$ cat config.mk
export PLATFORM = sky130hd
export DESIGN_NAME = bcd_mod_counter
export DESIGN_NICKNAME = d
export VERILOG_FILES = /design/src/rtl/bcd_mod_counter.sv
export SDC_FILE = /design/constraint.sdc
export NUM_CORES = 1
export LEC_CHECK = 0
export ABC_AREA = 1
export BUFFER_PORTS_ARGS = -buffer_cell sky130_fd_sc_hd__buf_2
export CAP_MARGIN = 20
export CORE_MARGIN = 4
export CORE_UTILIZATION = 25
export DETAILED_ROUTE_END_ITERATION = 7
export GPL_TIMING_DRIVEN = 0
export PLACE_DENSITY = 0.43
export SLEW_MARGIN = 20
export SYNTH_ARGS = -nofsm -noshare
export SYNTH_HDL_FRONTEND = slang
export SYNTH_SLANG_ARGS = --single-unit
$ cat constraint.sdc
create_clock -name clk -period 1.4 [get_ports clk]
set_input_delay 0.14 -clock clk [delete_from_list [all_inputs] [get_ports clk]]
set_output_delay 0.14 -clock clk [all_outputs]
set_load 0.02 [all_outputs]
$ cat src/rtl/bcd_mod_counter.sv
// Cascaded BCD counter, DIGITS decimal digits, counting modulo MODULUS.
// Up/down stepping with ripple carry/borrow, sync clear, validated parallel load, wrap pulse.
module bcd_mod_counter #(
  parameter int DIGITS  = 3,
  parameter int MODULUS = 1000
) (
  input  logic                clk,
  input  logic                reset,
  input  logic                en,
  input  logic                tick,
  input  logic                up,
  input  logic                clr,
  input  logic                load,
  input  logic [4*DIGITS-1:0] load_val,
  output logic [4*DIGITS-1:0] count,
  output logic                wrap,
  output logic                load_err
);
  localparam int W = 4*DIGITS;

  function automatic logic [W-1:0] to_bcd(input int v);
    int r;
    to_bcd = '0;
    r = v;
    for (int i = 0; i < DIGITS; i++) begin
      to_bcd[4*i +: 4] = 4'(r % 10);
      r = r / 10;
    end
  endfunction

  localparam logic [W-1:0] MAX_BCD = to_bcd(MODULUS - 1);

  if (DIGITS < 1 || MODULUS < 2 || MODULUS > 10**DIGITS) begin : g_bad_param
    $fatal(1, "bcd_mod_counter: MODULUS must satisfy 2 <= MODULUS <= 10**DIGITS");
  end

  logic [W-1:0]      count_q, count_d, step_val;
  logic              wrap_q, wrap_d, err_q, err_d;
  logic [DIGITS-1:0] term, carry, dig_ok;
  logic              at_end, load_ok;

  // term: digit sits at its roll-over value (9 going up, 0 going down)
  for (genvar g = 0; g < DIGITS; g++) begin : g_dig
    logic [3:0] d;
    assign d         = count_q[4*g +: 4];
    assign term[g]   = up ? (d == 4'd9) : (d == 4'd0);
    assign dig_ok[g] = (load_val[4*g +: 4] <= 4'd9);
    assign step_val[4*g +: 4] = !carry[g] ? d :
                                term[g]   ? (up ? 4'd0 : 4'd9) :
                                            (up ? d + 4'd1 : d - 4'd1);
    if (g == 0) begin : g_c0
      assign carry[g] = 1'b1;
    end else begin : g_cn
      assign carry[g] = carry[g-1] & term[g-1];
    end
  end

  // With all digits valid, BCD magnitude order equals plain unsigned order.
  assign at_end  = up ? (count_q == MAX_BCD) : (&term);
  assign load_ok = (&dig_ok) && (load_val <= MAX_BCD);

  always_comb begin
    count_d = count_q;
    wrap_d  = 1'b0;
    err_d   = 1'b0;
    if (clr) begin
      count_d = '0;
    end else if (load) begin
      if (load_ok) count_d = load_val;
      else         err_d   = 1'b1;
    end else if (en && tick) begin
      if (at_end) begin
        count_d = up ? '0 : MAX_BCD;
        wrap_d  = 1'b1;
      end else begin
        count_d = step_val;
      end
    end
  end

  always_ff @(posedge clk or negedge reset) begin
    if (!reset) begin
      count_q <= '0;
      wrap_q  <= 1'b0;
      err_q   <= 1'b0;
    end else begin
      count_q <= count_d;
      wrap_q  <= wrap_d;
      err_q   <= err_d;
    end
  end

  assign count    = count_q;
  assign wrap     = wrap_q;
  assign load_err = err_q;
endmodule

==> impl_summary.txt, run 1 <==
----------------------------------------------------
[Global route]
  Maximum number of pins on one net before global-route repair ... 15
  First-pass GRT wire length ... 6290 um
  Antenna violations before repair ... 0
  Grt total ovfl ... 0
  Global Route Usage Sum ... 12.7%
  Via count of the first global-routing pass ... 1298

[Logic synthesis]
  Mapped cell area ... 1270 sq um
  Top cell type by total area after synthesis ... dfrtp_1
  Average footprint of a synthesized cell ... 6.78 sq um
  Sequential share of the synthesized area ... 27.6%
  Net count after synthesis ... 215
  Number of warnings issued by yosys ... 0
  FF+latch count, synth ... 14
  Area share of the leading cell type in the synthesized netlist ... 27.6%
  Cell count after synthesis ... 187
  Cell types occupying the most area after synthesis ... dfrtp_1 28%, nand2_1 15%, inv_1 6.8%
  Number of library cell types mapped by synthesis ... 28

[STA]
  Minimum setup slack in the final design ... -0.0191 ns
  Worst-case hold slack ... 0.122 ns
  Final Hold Violating Endpoints ... 0
  Slew at the pin closest to its max-slew limit ... 0.357 ns
  Unrepaired setup endpoints after global routing ... yes
  Number of max-slew violations in the final report ... 0
  Final clock skew ... 0.00713 ns
  Total Negative Setup Slacks ... -0.0309 ns
  Max-slew headroom ... 76.1%
  Post-route minimum period ... 1.42 ns
  Final Cycle Share ... 101%
  F_max ... 0.705 GHz
  Final Setup Violations ... 2

[Drt]
  Via count ... 1336
  First DRT Iteration DRCs ... 59
  DRC violations left ... 0
  Routed wl met2 ... 1730 um
  First-pass DRT Iterations ... 4
  Per-cell routed wire length ... 12.1 um
  Number of antenna-violating nets in the routed design ... 0
  Via-per-instance ratio ... 4.39
  Routed WL ... 3680 um
  Routed met1 length ... 1800 um
  Detailed-routed wire length on met3 ... 111 um
  Highest metal layer with signal wires ... met4

[Placement]
  Final weighted congestion in routability-driven placement ... 0.736
  Cell count after placement ... 286
  Setup slack at placement ... -0.514 ns
  Standard cell area after detailed placement ... 1570 sq um
  Port bufs ... 32
  Sum of net half-perimeters after detailed placement ... 2880 um

[Worst setup path]
  Crit path launch type ... flop
  Worst endpoint required time ... 1.55 ns
  Critical Path Most Common Cell ... nand2_1
  Cell with the biggest individual delay on the critical path ... dfrtp_2
  Critical path fanouts, max ... 4
  Worst reg2reg setup slack ... -0.02 ns
  CP cell instances ... ha_4 > or2_4 > nand2_1 > nand2_1 > nand2_1 > nand2_1 > nand2_1 > nand2_1 > nand2_1 > a21oi_2
  CP arrival ... 1.57 ns
  Slowest Stage Delay on Critical Path ... 0.45 ns
  Worst setup EP type ... flop
  Type of the worst setup path ... reg2reg

[Floorplanning]
  Die Outline Area ... 6270 sq um
  I/O pins ... 33
  Vert. Die Dim ... 79.2 um
  Effective utilization at floorplan ... 26.3%
  Core ar. ... 4820 sq um
  Placement row count ... 25
  X dimension of the die ... 79.2 um

[Cells and area]
  FILL cells ... 552
  Final-stage net count ... 266
  Antenna diode count ... 0
  Layout cell share with drive strength beyond 1 ... 43.0%
  Synthesis-to-finish area growth ... 43.7%
  Final standard cell utilization of the core ... 37.8%
  Final design area excluding fillers ... 1820 sq um
  Count of placed standard cells in the final layout, fillers left out ... 304

[Power and ir drop]
  Cell internal pwr ... 1.19 mW
  Overall power ... 2.04 mW
  Maximum resistive drop on vdd ... 0.000337 V
  Cell Pwr Density ... 1120 nW/um^2
  Switching share of total power ... 41.5%
  Power spent charging and discharging nets ... 0.847 mW
  Static leakage ... 0.918 nW
  Comb pwr share ... 50.2%
  Sequential share of power ... 29.3%
  Proportion of power drawn by the clock network ... 20.5%

[CTS]
  Clock sink count ... 14
  Largest buffer count on any clock path ... 2
  Clk slew on worst S/H paths ... 0.07 ns
  TritonCTS Buffers ... 3
  TritonCTS clock tree ... yes
  Max H-tree Level ... 1
  Cell at the root of the clock tree ... clkbuf_8
  Clock latency on the worst-skew pair ... 0.25 ns

[Min path]
  Path category of the worst min-delay check ... in2reg

[Run status]
  Outcome ... finished with violations
  Violations in the final reports ... setup timing

[Flow run]
  # Max-Cap Violations ... 0

----------------------------------------------------
==> cells by family after synthesis <==
family	count (synthesis)	share of synthesized area (%)
compound gates	28	13.2
buf+inv	30	10.1
xor+xnor	7	4.84
fa+ha+maj	9	10.7
simple gates	99	33.6
flops	14	27.6
==> worst max-delay path: cells and delay by family (launching register included) <==
kind                     cells  cell delay (ns)
AO/OA/AOI/OAI                1             0.05
adder cells (fa/ha/maj)      1             0.24
flip-flops                   1             0.45
AND/OR/NAND/NOR              8             0.59
==> synth_stat cells, drive strengths merged <==
cell	count
nand3	11
o21ai	10
clkinv	1
a211oi	2
or2	1
buf	2
xnor2	3
dfrtp	14
a21oi	14
clkbuf	1
nand4	4
nand2	56
fa	3
nor2	25
xor2	4
nor4	1
a22o	2
inv	26
ha	6
nor3	1
==> cell usage in the layout, fill, tap and decap left out, types with 5 or more instances in the layout <==
cell      n
inv_1    19
inv_2     5
o21ai_1   8
buf_2    32
nand3_1   9
a21oi_1   6
buf_4    15
nor2_1   17
nand2_1  50
nor2_2    7
a21oi_2   6
nand2_2   6
dfrtp_2  10
==> state kept, by name, indices dropped and copies added (netlist names) <==
register,count
wrap,1
load_err,1
count,12
==> layer usage <==
metal	GRT usage, %	up-vias
met3	1.81	4
met1	17.7	616
met4	3.09	0
li1	-	701
met5	0	-
met2	20.6	15
==> power by group through the flow <==
stage | sequential [mW] | combinational [mW] | clock [mW]
6_report | 0.597 | 1.02 | 0.418
3_3_place_gp | 0.595 | 0.856 | 0
4_1_cts | 0.577 | 0.959 | 0.428
3_5_place_dp | 0.591 | 0.857 | 0
5_1_grt | 0.614 | 1.16 | 0.442
2_1_floorplan | 0.656 | 0.544 | 0
==> timing repair <==
action,in CTS,in global routing
resized for setup,9,20
setup buffers,11,3
setup endpoints to repair,10,13
endpoints found under the hold margin,14,0
pin swaps,2,6
hold buffers,1,0
==> final timing paths <==
check / cells past startpoint / start / end
setup reg to reg: 10 / count[6]$_DFFE_PN0P_ / count[7]$_DFFE_PN0P_
hold / removal: 3 / tick / wrap$_DFF_PN0_
min in group asynchronous: 2 / reset / count[1]$_DFFE_PN0P_
max in group asynchronous: 2 / reset / count[9]$_DFFE_PN0P_
hold reg to reg: 2 / count[8]$_DFFE_PN0P_ / count[8]$_DFFE_PN0P_
setup / recovery: 10 / count[6]$_DFFE_PN0P_ / count[7]$_DFFE_PN0P_
==> cell type report <==
class	count	area, sq um	area share, %
inverter	27	113	6.18
tap	67	83.8	4.60
timing repair buffer	47	278	15.2
multi-input combinational	143	905	49.7
clock buffer	4	55.1	3.02
buffer	2	25.0	1.37
sequential	14	363	19.9
(Power assumes the default switching activity.)
==> inputs of run 2 (changes only) <==
--- a/config.mk
+++ b/config.mk
@@ -8,7 +8,7 @@
 export ABC_AREA = 1
 export BUFFER_PORTS_ARGS = -buffer_cell sky130_fd_sc_hd__buf_2
 export CAP_MARGIN = 20
-export CORE_MARGIN = 4
+export CORE_MARGIN = 2
 export CORE_UTILIZATION = 25
 export DETAILED_ROUTE_END_ITERATION = 7
 export GPL_TIMING_DRIVEN = 0
==> impl_summary.txt, run 2 (synthesis gave the netlist of run 1 again) <==
----------------------------------------------------
[Power and ir drop]
  Proportion of power drawn by the clock network ... 20.6%
  Sequential share of power ... 28.9%
  Static leakage ... 0.913 nW
  Switching share of total power ... 41.6%
  Power spent charging and discharging nets ... 0.840 mW
  Comb pwr share ... 50.4%
  Cell internal pwr ... 1.18 mW
  Overall power ... 2.02 mW
  Maximum resistive drop on vdd ... 0.000310 V
  Cell Pwr Density ... 1110 nW/um^2

[STA]
  Post-route minimum period ... 1.42 ns
  Final clock skew ... 0.00654 ns
  Minimum setup slack in the final design ... -0.0183 ns
  Max-slew headroom ... 76.3%
  Worst-case hold slack ... 0.125 ns
  Final Cycle Share ... 101%
  Unrepaired setup endpoints after global routing ... yes
  F_max ... 0.705 GHz
  Number of max-slew violations in the final report ... 0
  Final Setup Violations ... 2
  Final Hold Violating Endpoints ... 0
  Slew at the pin closest to its max-slew limit ... 0.355 ns

[CTS]
  Cell at the root of the clock tree ... clkbuf_8
  Clk slew on worst S/H paths ... 0.07 ns
  TritonCTS Buffers ... 3
  Clock latency on the worst-skew pair ... 0.25 ns
  Largest buffer count on any clock path ... 2
  TritonCTS clock tree ... yes
  Max H-tree Level ... 1
  Clock sink count ... 14

[Placement]
  Sum of net half-perimeters after detailed placement ... 2850 um
  Port bufs ... 32
  Final weighted congestion in routability-driven placement ... 0.797
  Cell count after placement ... 286
  Standard cell area after detailed placement ... 1570 sq um

[Worst setup path]
  Critical Path Most Common Cell ... nand2_1
  CP arrival ... 1.57 ns
  Type of the worst setup path ... reg2reg
  Worst endpoint required time ... 1.55 ns
  CP cell instances ... ha_4 > or2_4 > nand2_1 > nand2_1 > nand2_1 > nand2_1 > nand2_1 > nand2_1 > nand2_1 > a21oi_2
  Worst setup EP type ... flop
  Slowest Stage Delay on Critical Path ... 0.44 ns
  Cell with the biggest individual delay on the critical path ... dfrtp_2
  Critical path fanouts, max ... 4
  Crit path launch type ... flop

[Global route]
  Antenna violations before repair ... 0
  Global Route Usage Sum ... 14.6%
  Maximum number of pins on one net before global-route repair ... 15
  First-pass GRT wire length ... 6130 um
  Grt total ovfl ... 0
  Via count of the first global-routing pass ... 1300

[Floorplanning]
  Placement row count ... 25
  I/O pins ... 33
  Core ar. ... 4820 sq um
  X dimension of the die ... 75.2 um
  Vert. Die Dim ... 75.2 um
  Die Outline Area ... 5660 sq um
  Effective utilization at floorplan ... 26.3%

[Drt]
  Routed WL ... 3640 um
  DRC violations left ... 0
  First-pass DRT Iterations ... 4
  Via-per-instance ratio ... 4.38
  Per-cell routed wire length ... 12.0 um
  First DRT Iteration DRCs ... 39
  Via count ... 1328
  Number of antenna-violating nets in the routed design ... 0

[Min path]
  Path category of the worst min-delay check ... in2reg

[Cells and area]
  Flip-flop count of the largest register after layout ... 12
  Synthesis-to-finish area growth ... 43.6%
  Commonest cells after routing, fill and taps aside ... 47 x nand2_1, 33 x buf_2, 18 x inv_1
  Antenna diode count ... 0
  Leading cell type in the layout, fill and taps excluded ... nand2_1
  Layout cell share with drive strength beyond 1 ... 43.6%
  Final design area excluding fillers ... 1820 sq um
  Count of placed standard cells in the final layout, fillers left out ... 303
  Final-stage net count ... 265

[Run status]
  Violations in the final reports ... setup timing
  Outcome ... finished with violations

[Flow run]
  # Max-Cap Violations ... 0

----------------------------------------------------
## run 2: cell types whose count changed in the layout (fill, tap and decap cells not counted), sizes merged
| cell | previous run | this run |
|---|---|---|
| buf | 48 | 47 |
## run 2: area by class of cell
type                            instances  area [sq um]
Fill cell                             567          3000
Multi-Input combinational cell        143           916
Sequential cell                        14           360
Timing Repair Buffer                   45           263
Inverter                               27           113
Tap cell                               67          83.8
Clock buffer                            4          55.1
Buffer                                  3          30.0
## run 2: critical path, delay by kind of cell, from the launching register on
kind / cells / cell delay, ns
adders and majority gates: 1 / 0.24
DFF: 1 / 0.44
and+or+nand+nor: 8 / 0.60
AOI/OAI and AO/OA: 1 / 0.05
## run 2: per-layer routing
layer	part of all wire (%)	vias to the layer above	track usage, %
met1	51	609	21.2
met4	1.6	0	5.26
li1	-	696	-
met3	2.4	5	1.34
met5	0	-	0
met2	45	18	22.7
## run 2: what timing repair did
item	CTS	global route
setup endpoints to repair	10	13
pin swaps	2	8
hold buffers	1	0
setup buffers	11	1
resized for setup	9	22
endpoints found under the hold margin	14	0
## run 2: path summary, 6_finish.rpt
check | endpoint | slack, ns | depth (start not counted) | from
worst max-delay path | count[7]$_DFFE_PN0P_ | -0.02 | 10 | count[6]$_DFFE_PN0P_
worst min-delay path | wrap$_DFF_PN0_ | 0.13 | 3 | en
worst max register to register | count[7]$_DFFE_PN0P_ | -0.02 | 10 | count[6]$_DFFE_PN0P_
worst min register to register | count[8]$_DFFE_PN0P_ | 0.58 | 2 | count[8]$_DFFE_PN0P_
max in group asynchronous | count[8]$_DFFE_PN0P_ | 0.78 | 2 | reset
min in group asynchronous | count[1]$_DFFE_PN0P_ | 0.33 | 2 | reset
## run 2: stage by stage
stage / worst slack [ns] / utilization, % / TNS [ns]
2_1_floorplan: -0.0229 / - / -0.0315
3_3_place_gp: -0.518 / 32.6 / -2.95
3_5_place_dp: -0.534 / 32.6 / -2.77
4_1_cts: -0.0570 / 36.5 / -0.214
5_1_grt: -0.169 / 37.8 / -1.15
6_report: -0.0183 / 37.8 / -0.0362
## run 2: power by group through the flow
stage               Combinational [mW]  Sequential, mW  Clock, mW
floorplan                        0.544           0.656          0
global placement                 0.855           0.594          0
detailed placement               0.854           0.593          0
CTS                              0.964           0.584      0.427
global route                      1.15           0.602      0.450
finish                            1.02           0.584      0.417
